File: config.mk
export PLATFORM = sky130hd
export DESIGN_NAME = up_counter_ctrl_flat
export DESIGN_NICKNAME = d
export VERILOG_FILES = /design/src/rtl/up_counter_ctrl_if.sv /design/src/rtl/up_counter_ctrl.sv /design/src/flat_wrapper.sv
export SDC_FILE = /design/constraint.sdc
export NUM_CORES = 1
export LEC_CHECK = 0
export CAP_MARGIN = 30
export CELL_PAD_IN_SITES_DETAIL_PLACEMENT = 0
export CELL_PAD_IN_SITES_GLOBAL_PLACEMENT = 2
export CORE_MARGIN = 2
export CORE_UTILIZATION = 33
export DETAILED_ROUTE_END_ITERATION = 6
export PLACE_DENSITY = 0.83
export SYNTH_ARGS = -nofsm -noshare
export SYNTH_HDL_FRONTEND = slang
export SYNTH_SLANG_ARGS = --single-unit
File: constraint.sdc
create_clock -name clk -period 5.1 [get_ports clk]
set_clock_uncertainty 0.1 [all_clocks]
set_input_delay 1.275 -clock clk [delete_from_list [all_inputs] [get_ports clk]]
set_output_delay 1.275 -clock clk [all_outputs]
set_load 0.1 [all_outputs]
File: src/rtl/up_counter_ctrl_if.sv
// ----------------------------------------------------------------------------
// up_counter_ctrl_if
//  Bundles the button/feedback inputs and the counter-control outputs of
//  up_counter_ctrl so the controller and its surroundings share one port.
//
//  Signals
//   start_stop  1      1-cycle pulse: IDLE->RUN, RUN->PAUSE, PAUSE->RUN
//   clear       1      1-cycle pulse: clear counter, return to IDLE
//   count_in    WIDTH  current counter value fed back from the datapath
//   cnt_inc     1      registered 1-cycle increment enable
//   cnt_clr     1      registered 1-cycle synchronous clear
//   wrapped     1      1-cycle pulse when the terminal->0 wrap is issued
//   running     1      high while state == RUN
//   state       2      00 IDLE, 01 RUN, 10 PAUSE, 11 DONE
//   disp_count  WIDTH  value for the BCD display path
//   lap         1      (LAP_EN) 1-cycle pulse: toggle lap hold
//   lap_hold    1      (LAP_EN) high while the display is frozen
//
//  Modports
//   master  upstream side: drives the pulses and count feedback
//   slave   controller side (up_counter_ctrl)
//
//  Configuration macro: LAP_EN adds the lap / lap_hold signals.
// ----------------------------------------------------------------------------
interface up_counter_ctrl_if #(
    parameter int WIDTH = 12
);
    logic             start_stop;
    logic             clear;
    logic [WIDTH-1:0] count_in;
    logic             cnt_inc;
    logic             cnt_clr;
    logic             wrapped;
    logic             running;
    logic [1:0]       state;
    logic [WIDTH-1:0] disp_count;
`ifdef LAP_EN
    logic             lap;
    logic             lap_hold;

    modport master (
        output start_stop, clear, count_in, lap,
        input  cnt_inc, cnt_clr, wrapped, running, state, disp_count, lap_hold
    );

    modport slave (
        input  start_stop, clear, count_in, lap,
        output cnt_inc, cnt_clr, wrapped, running, state, disp_count, lap_hold
    );
`else
    modport master (
        output start_stop, clear, count_in,
        input  cnt_inc, cnt_clr, wrapped, running, state, disp_count
    );

    modport slave (
        input  start_stop, clear, count_in,
        output cnt_inc, cnt_clr, wrapped, running, state, disp_count
    );
`endif
endinterface

File: src/rtl/up_counter_ctrl.sv
// ----------------------------------------------------------------------------
// up_counter_ctrl
//  Run/pause/clear sequencer for the 12-bit display up-counter on the BCD
//  board. Converts single-cycle button pulses into a prescaled stream of
//  increment enables, and handles the terminal value either by wrapping to 0
//  or, in one-shot mode, by stopping in DONE.
//
//  Parameters
//   WIDTH     counter width (count_in, disp_count, lap register)
//   PRESCALE  clk cycles per count tick (>= 2)
//   TERMINAL  last count value before wrap/stop (< 2**WIDTH)
//   ONE_SHOT  0: wrap TERMINAL->0 and continue; 1: stop in DONE at TERMINAL
//
//  Ports
//   clk   system clock, rising edge
//   rst   asynchronous, active-high reset
//   bus   up_counter_ctrl_if.slave: start_stop, clear, count_in in;
//         cnt_inc, cnt_clr, wrapped, running, state, disp_count out
//         (plus lap in / lap_hold out with LAP_EN)
//
//  Configuration macro: LAP_EN adds a WIDTH-bit lap register that can freeze
//  disp_count while counting continues underneath.
// ----------------------------------------------------------------------------
module up_counter_ctrl #(
    parameter int WIDTH    = 12,
    parameter int PRESCALE = 10_000_000,
    parameter int TERMINAL = 4095,
    parameter int ONE_SHOT = 0
) (
    input  logic              clk,
    input  logic              rst,
    up_counter_ctrl_if.slave  bus
);

    localparam int               PW       = (PRESCALE > 1) ? $clog2(PRESCALE) : 1;
    localparam logic [PW-1:0]    PRE_LAST = PW'(PRESCALE - 1);
    localparam logic [WIDTH-1:0] TERM     = WIDTH'(TERMINAL);

    typedef enum logic [1:0] {
        IDLE  = 2'b00,
        RUN   = 2'b01,
        PAUSE = 2'b10,
        DONE  = 2'b11
    } state_t;

    state_t        state_q, state_d;
    logic [PW-1:0] pre_q, pre_d;
    logic          inc_q, inc_d;
    logic          clr_q, clr_d;
    logic          wrap_q, wrap_d;
    logic          tick;
    logic          at_terminal;

    assign tick        = (state_q == RUN) && (pre_q == PRE_LAST);
    assign at_terminal = (bus.count_in == TERM);

    always_ff @(posedge clk or posedge rst) begin
        if (rst) begin
            state_q <= IDLE;
            pre_q   <= '0;
            inc_q   <= 1'b0;
            clr_q   <= 1'b0;
            wrap_q  <= 1'b0;
        end else begin
            state_q <= state_d;
            pre_q   <= pre_d;
            inc_q   <= inc_d;
            clr_q   <= clr_d;
            wrap_q  <= wrap_d;
        end
    end

    // clear wins over everything; otherwise the tick is resolved first so a
    // start_stop arriving on a tick cycle still lets that tick through.
    always_comb begin
        state_d = state_q;
        pre_d   = pre_q;
        inc_d   = 1'b0;
        clr_d   = 1'b0;
        wrap_d  = 1'b0;

        // The prescaler only advances in RUN; holding it in PAUSE keeps the
        // tick phase across a pause/resume.
        case (state_q)
            IDLE:  pre_d = '0;
            RUN:   pre_d = tick ? '0 : pre_q + 1'b1;
            PAUSE: pre_d = pre_q;
            DONE:  pre_d = '0;
        endcase

        if (bus.clear) begin
            state_d = IDLE;
            pre_d   = '0;
            clr_d   = 1'b1;
        end else begin
            if (tick) begin
                if (!at_terminal) begin
                    inc_d = 1'b1;
                end else if (ONE_SHOT == 0) begin
                    clr_d  = 1'b1;
                    wrap_d = 1'b1;
                end else begin
                    state_d = DONE;
                    pre_d   = '0;
                end
            end

            if (bus.start_stop) begin
                case (state_q)
                    IDLE: begin
                        state_d = RUN;
                        pre_d   = '0;
                    end
                    // Reaching DONE on this same tick takes precedence.
                    RUN: begin
                        if (state_d != DONE) begin
                            state_d = PAUSE;
                        end
                    end
                    PAUSE:   state_d = RUN;
                    default: ;
                endcase
            end
        end
    end

    assign bus.cnt_inc = inc_q;
    assign bus.cnt_clr = clr_q;
    assign bus.wrapped = wrap_q;
    assign bus.running = (state_q == RUN);
    assign bus.state   = state_q;

`ifdef LAP_EN
    logic             lap_hold_q;
    logic [WIDTH-1:0] lap_reg_q;

    // Lap toggles between capturing the live count and releasing the
    // display; it is meaningless before counting has started.
    always_ff @(posedge clk or posedge rst) begin
        if (rst) begin
            lap_hold_q <= 1'b0;
            lap_reg_q  <= '0;
        end else if (bus.clear) begin
            lap_hold_q <= 1'b0;
        end else if (bus.lap && (state_q != IDLE)) begin
            if (!lap_hold_q) begin
                lap_reg_q  <= bus.count_in;
                lap_hold_q <= 1'b1;
            end else begin
                lap_hold_q <= 1'b0;
            end
        end
    end

    assign bus.lap_hold   = lap_hold_q;
    assign bus.disp_count = lap_hold_q ? lap_reg_q : bus.count_in;
`else
    assign bus.disp_count = bus.count_in;
`endif

endmodule

File: src/flat_wrapper.sv
// flat-port wrapper written by rule: the top's interface ports become plain ports
module up_counter_ctrl_flat 
#(
    parameter int WIDTH    = 12,
    parameter int PRESCALE = 10_000_000,
    parameter int TERMINAL = 4095,
    parameter int ONE_SHOT = 0
)
  (clk, rst, bus_start_stop, bus_clear, bus_count_in, bus_cnt_inc, bus_cnt_clr, bus_wrapped, bus_running, bus_state, bus_disp_count);
  up_counter_ctrl_if #(.WIDTH(WIDTH)) bus_i ();
  input  logic clk;
  input  logic rst;
  input wire logic [$bits(bus_i.start_stop)-1:0] bus_start_stop;
  input wire logic [$bits(bus_i.clear)-1:0] bus_clear;
  input wire logic [$bits(bus_i.count_in)-1:0] bus_count_in;
  output wire logic [$bits(bus_i.cnt_inc)-1:0] bus_cnt_inc;
  output wire logic [$bits(bus_i.cnt_clr)-1:0] bus_cnt_clr;
  output wire logic [$bits(bus_i.wrapped)-1:0] bus_wrapped;
  output wire logic [$bits(bus_i.running)-1:0] bus_running;
  output wire logic [$bits(bus_i.state)-1:0] bus_state;
  output wire logic [$bits(bus_i.disp_count)-1:0] bus_disp_count;
  assign bus_i.start_stop = bus_start_stop;
  assign bus_i.clear = bus_clear;
  assign bus_i.count_in = bus_count_in;
  assign bus_cnt_inc = bus_i.cnt_inc;
  assign bus_cnt_clr = bus_i.cnt_clr;
  assign bus_wrapped = bus_i.wrapped;
  assign bus_running = bus_i.running;
  assign bus_state = bus_i.state;
  assign bus_disp_count = bus_i.disp_count;
  up_counter_ctrl #(.WIDTH(WIDTH), .PRESCALE(PRESCALE), .TERMINAL(TERMINAL), .ONE_SHOT(ONE_SHOT)) u_core (.clk(clk), .rst(rst), .bus(bus_i));
endmodule
==> results.json <==
{
  "worstPathArrival_ns": 2.19,
  "clock_path_buffers": 2,
  "grt_overflow": 0,
  "p_clk_frac": 0.358,
  "p_int_uw": 353,
  "setup_viol": 0,
  "wl_um": 4450,
  "drt_iter0_markers": 76,
  "design.core.area_um2": 5110,
  "powerDensity_nw_per_um2": 249,
  "cts_tree": "done",
  "post_drt_via_cell_ratio": 5.24,
  "combPwrFrac": 0.199,
  "die_x_um": 76.8,
  "synth_area_leaders": "dfrtp_1 41%, nor2_1 5.4%, buf_4 5.2%",
  "gp_congestion": 0.816,
  "synth.top_cell.area_share": 0.415,
  "ir_drop_v": 0.0000939,
  "nets": 244,
  "grt_pass1_wl_um": 7890,
  "rsz0062_at_grt": "no",
  "syn_area_per_cell_um2": 8.70,
  "async_reset_ff_frac": 1.00,
  "final.period_utilization": 0.700,
  "seqPwrFrac": 0.443,
  "whs_ns": 0.472,
  "fillers": 551,
  "syn_area_um2": 1750,
  "cts_hold_buf": 0,
  "dr.pass1.iters": 4,
  "final_hold_viol_count": 0,
  "io_buffers": 33,
  "clock_sinks": 29,
  "fin_crit_ns": 3.57,
  "antennaDiodeCount": 0,
  "grt_pass1_vias": 1573,
  "timing.final.ws_setup_ns": 1.53,
  "synth_edf_count": 0,
  "worst_ep_required_time_ns": 3.72,
  "start_util": 0.342,
  "synth.most_common_cell": "dfrtp_1",
  "crit_fanout": 16,
  "synth_common_cells": "29 x dfrtp_1, 25 x nor2_1, 17 x nand2_1",
  "syn2layout_area_growth_pct": 21.7,
  "leakagePower_uw": 0.000792,
  "end_kind": "output port",
  "cts_resized": 0,
  "crit_type": "reg2out",
  "detail-route-antenna-nets": 0,
  "fin_tns_setup_ns": 0,
  "path_clk_slew_ns": 0.07,
  "post-cts-setup-buffer-count": 0,
  "vias": 1561,
  "drive_above_1_share": 0.158,
  "fp.dieArea_um2": 5900,
  "min_path_type": "reg2reg",
  "cts_root_buffer": "clkbuf_8",
  "synth-seq-cells": 29,
  "slew-limit-headroom": 0.352,
  "yosysWarnings": 0,
  "netlist-cell-type-count": 44,
  "die_h_um": 76.8,
  "status": "finished clean",
  "clk_latency_ns": 0.29,
  "grt_use_total": 0.169,
  "synth_area_leader_cell": "dfrtp_1",
  "drv_cap": 0,
  "grt_max_degree": 18,
  "ys_seq_area_frac": 0.415,
  "cts_max_level": 2,
  "p_sw_uw": 177,
  "drc": 0,
  "switching_share": 0.335,
  "critPathLaunchType": "register",
  "dp_slack_ns": 1.67,
  "cts_made_buffers": 5,
  "wl_per_cell_um": 14.9,
  "r2r_cells": 5,
  "worst_pin_slew_ns": 0.969,
  "rows": 26,
  "ys.flop_type": "dfrtp_1",
  "slew_viol_final": 0,
  "grt_antenna_before_repair": 0,
  "clock.fmax_ghz": 0.280,
  "min_path_cells": 2,
  "synth_cells": 201,
  "layout.cells.non_filler": 298,
  "ios": 34,
  "hpwl_um": 3160,
  "dp_cells": 290,
  "synthesis.nets": 218
}
[sequential cells by signal, indices dropped and copies added (netlist names)]
name / count
u_core.bus.cnt_inc: 1
u_core.bus.state: 2
u_core.bus.wrapped: 1
u_core.pre_q: 24
u_core.bus.cnt_clr: 1
[through the flow]
stage	total power (uW)	utilization	area, um2
after floorplan	319	-	1750
after global placement	345	0.401	2050
after detailed placement	345	0.401	2050
after CTS	537	0.417	2130
after global routing	550	0.417	2130
final	530	0.417	2130
[layout by cell type, fill, tap and decap left out, drive strengths merged, types with 2 or more instances in the layout]
| master | n |
|---|---|
| dfrtp | 29 |
| nor2 | 25 |
| clkdlybuf4s50 | 20 |
| nand2 | 17 |
| buf | 16 |
| a21oi | 13 |
| nor3 | 12 |
| nand3 | 10 |
| inv | 8 |
| xnor2 | 8 |
| nand4 | 7 |
| o21ai | 7 |
| clkbuf | 6 |
| nor4 | 4 |
| a31oi | 4 |
| or3 | 4 |
| or4 | 4 |
| or2 | 4 |
| mux2i | 3 |
| nor4b | 3 |
| o21bai | 3 |
| xor2 | 2 |
| clkinv | 2 |
| or4b | 2 |
| o41a | 2 |
[metal layers]
layer	track usage	wire length (um)	vias to the layer above
li1	-	-	762
met1	0.239	2240	752
met5	0	0	-
met2	0.252	1960	41
met4	0.0600	68	0
met3	0.0400	180	6
[final cells by class]
cell class                      instances  area (um2)  area share
Timing Repair Buffer                   36         320       0.150
Inverter                                8        30.0      0.0141
Clock inverter                          2        10.0     0.00470
Multi-Input combinational cell        147         883       0.415
Tap cell                               70        87.6      0.0411
Clock buffer                            6        72.6      0.0341
Sequential cell                        29         726       0.341
[worst paths after layout]
kind	from	endpoint	slack [ns]
min in group asynchronous	rst	u_core.pre_q[20]	1.29
max reg2reg	u_core.pre_q[17]	u_core.pre_q[17]	2.51
min	u_core.pre_q[22]	u_core.pre_q[22]	0.47
min reg2reg	u_core.pre_q[22]	u_core.pre_q[22]	0.47
max	u_core.bus.state[1]	bus_running	1.53
max in group asynchronous	rst	u_core.pre_q[6]	2.95
[power groups by stage]
stage / sequential, uW / combinational, uW / clock, uW
after floorplan: 249 / 69.8 / 0
after global placement: 239 / 107 / 0
after detailed placement: 239 / 106 / 0
after CTS: 234 / 107 / 196
after global routing: 235 / 111 / 204
final: 235 / 106 / 190
[cell families (layout without fill, tap and decap cells)]
| logic type | count (synthesis) | after routing | share of synthesized area |
|---|---|---|---|
| compound gates | 35 | 35 | 0.132 |
| xor+xnor | 10 | 10 | 0.0501 |
| fa+ha+maj | 1 | 1 | 0.00715 |
| buf+inv | 25 | 52 | 0.0801 |
| flops | 29 | 29 | 0.415 |
| mux | 3 | 3 | 0.0172 |
| simple gates | 98 | 98 | 0.299 |
[worst max-delay path, cell delays in order, from the launching register on]
cell and delay [ns]:
dfrtp_1 0.43, nand2b_1 0.48, inv_1 0.60, buf_4 0.40
Power figures use the tool's default switching activity.
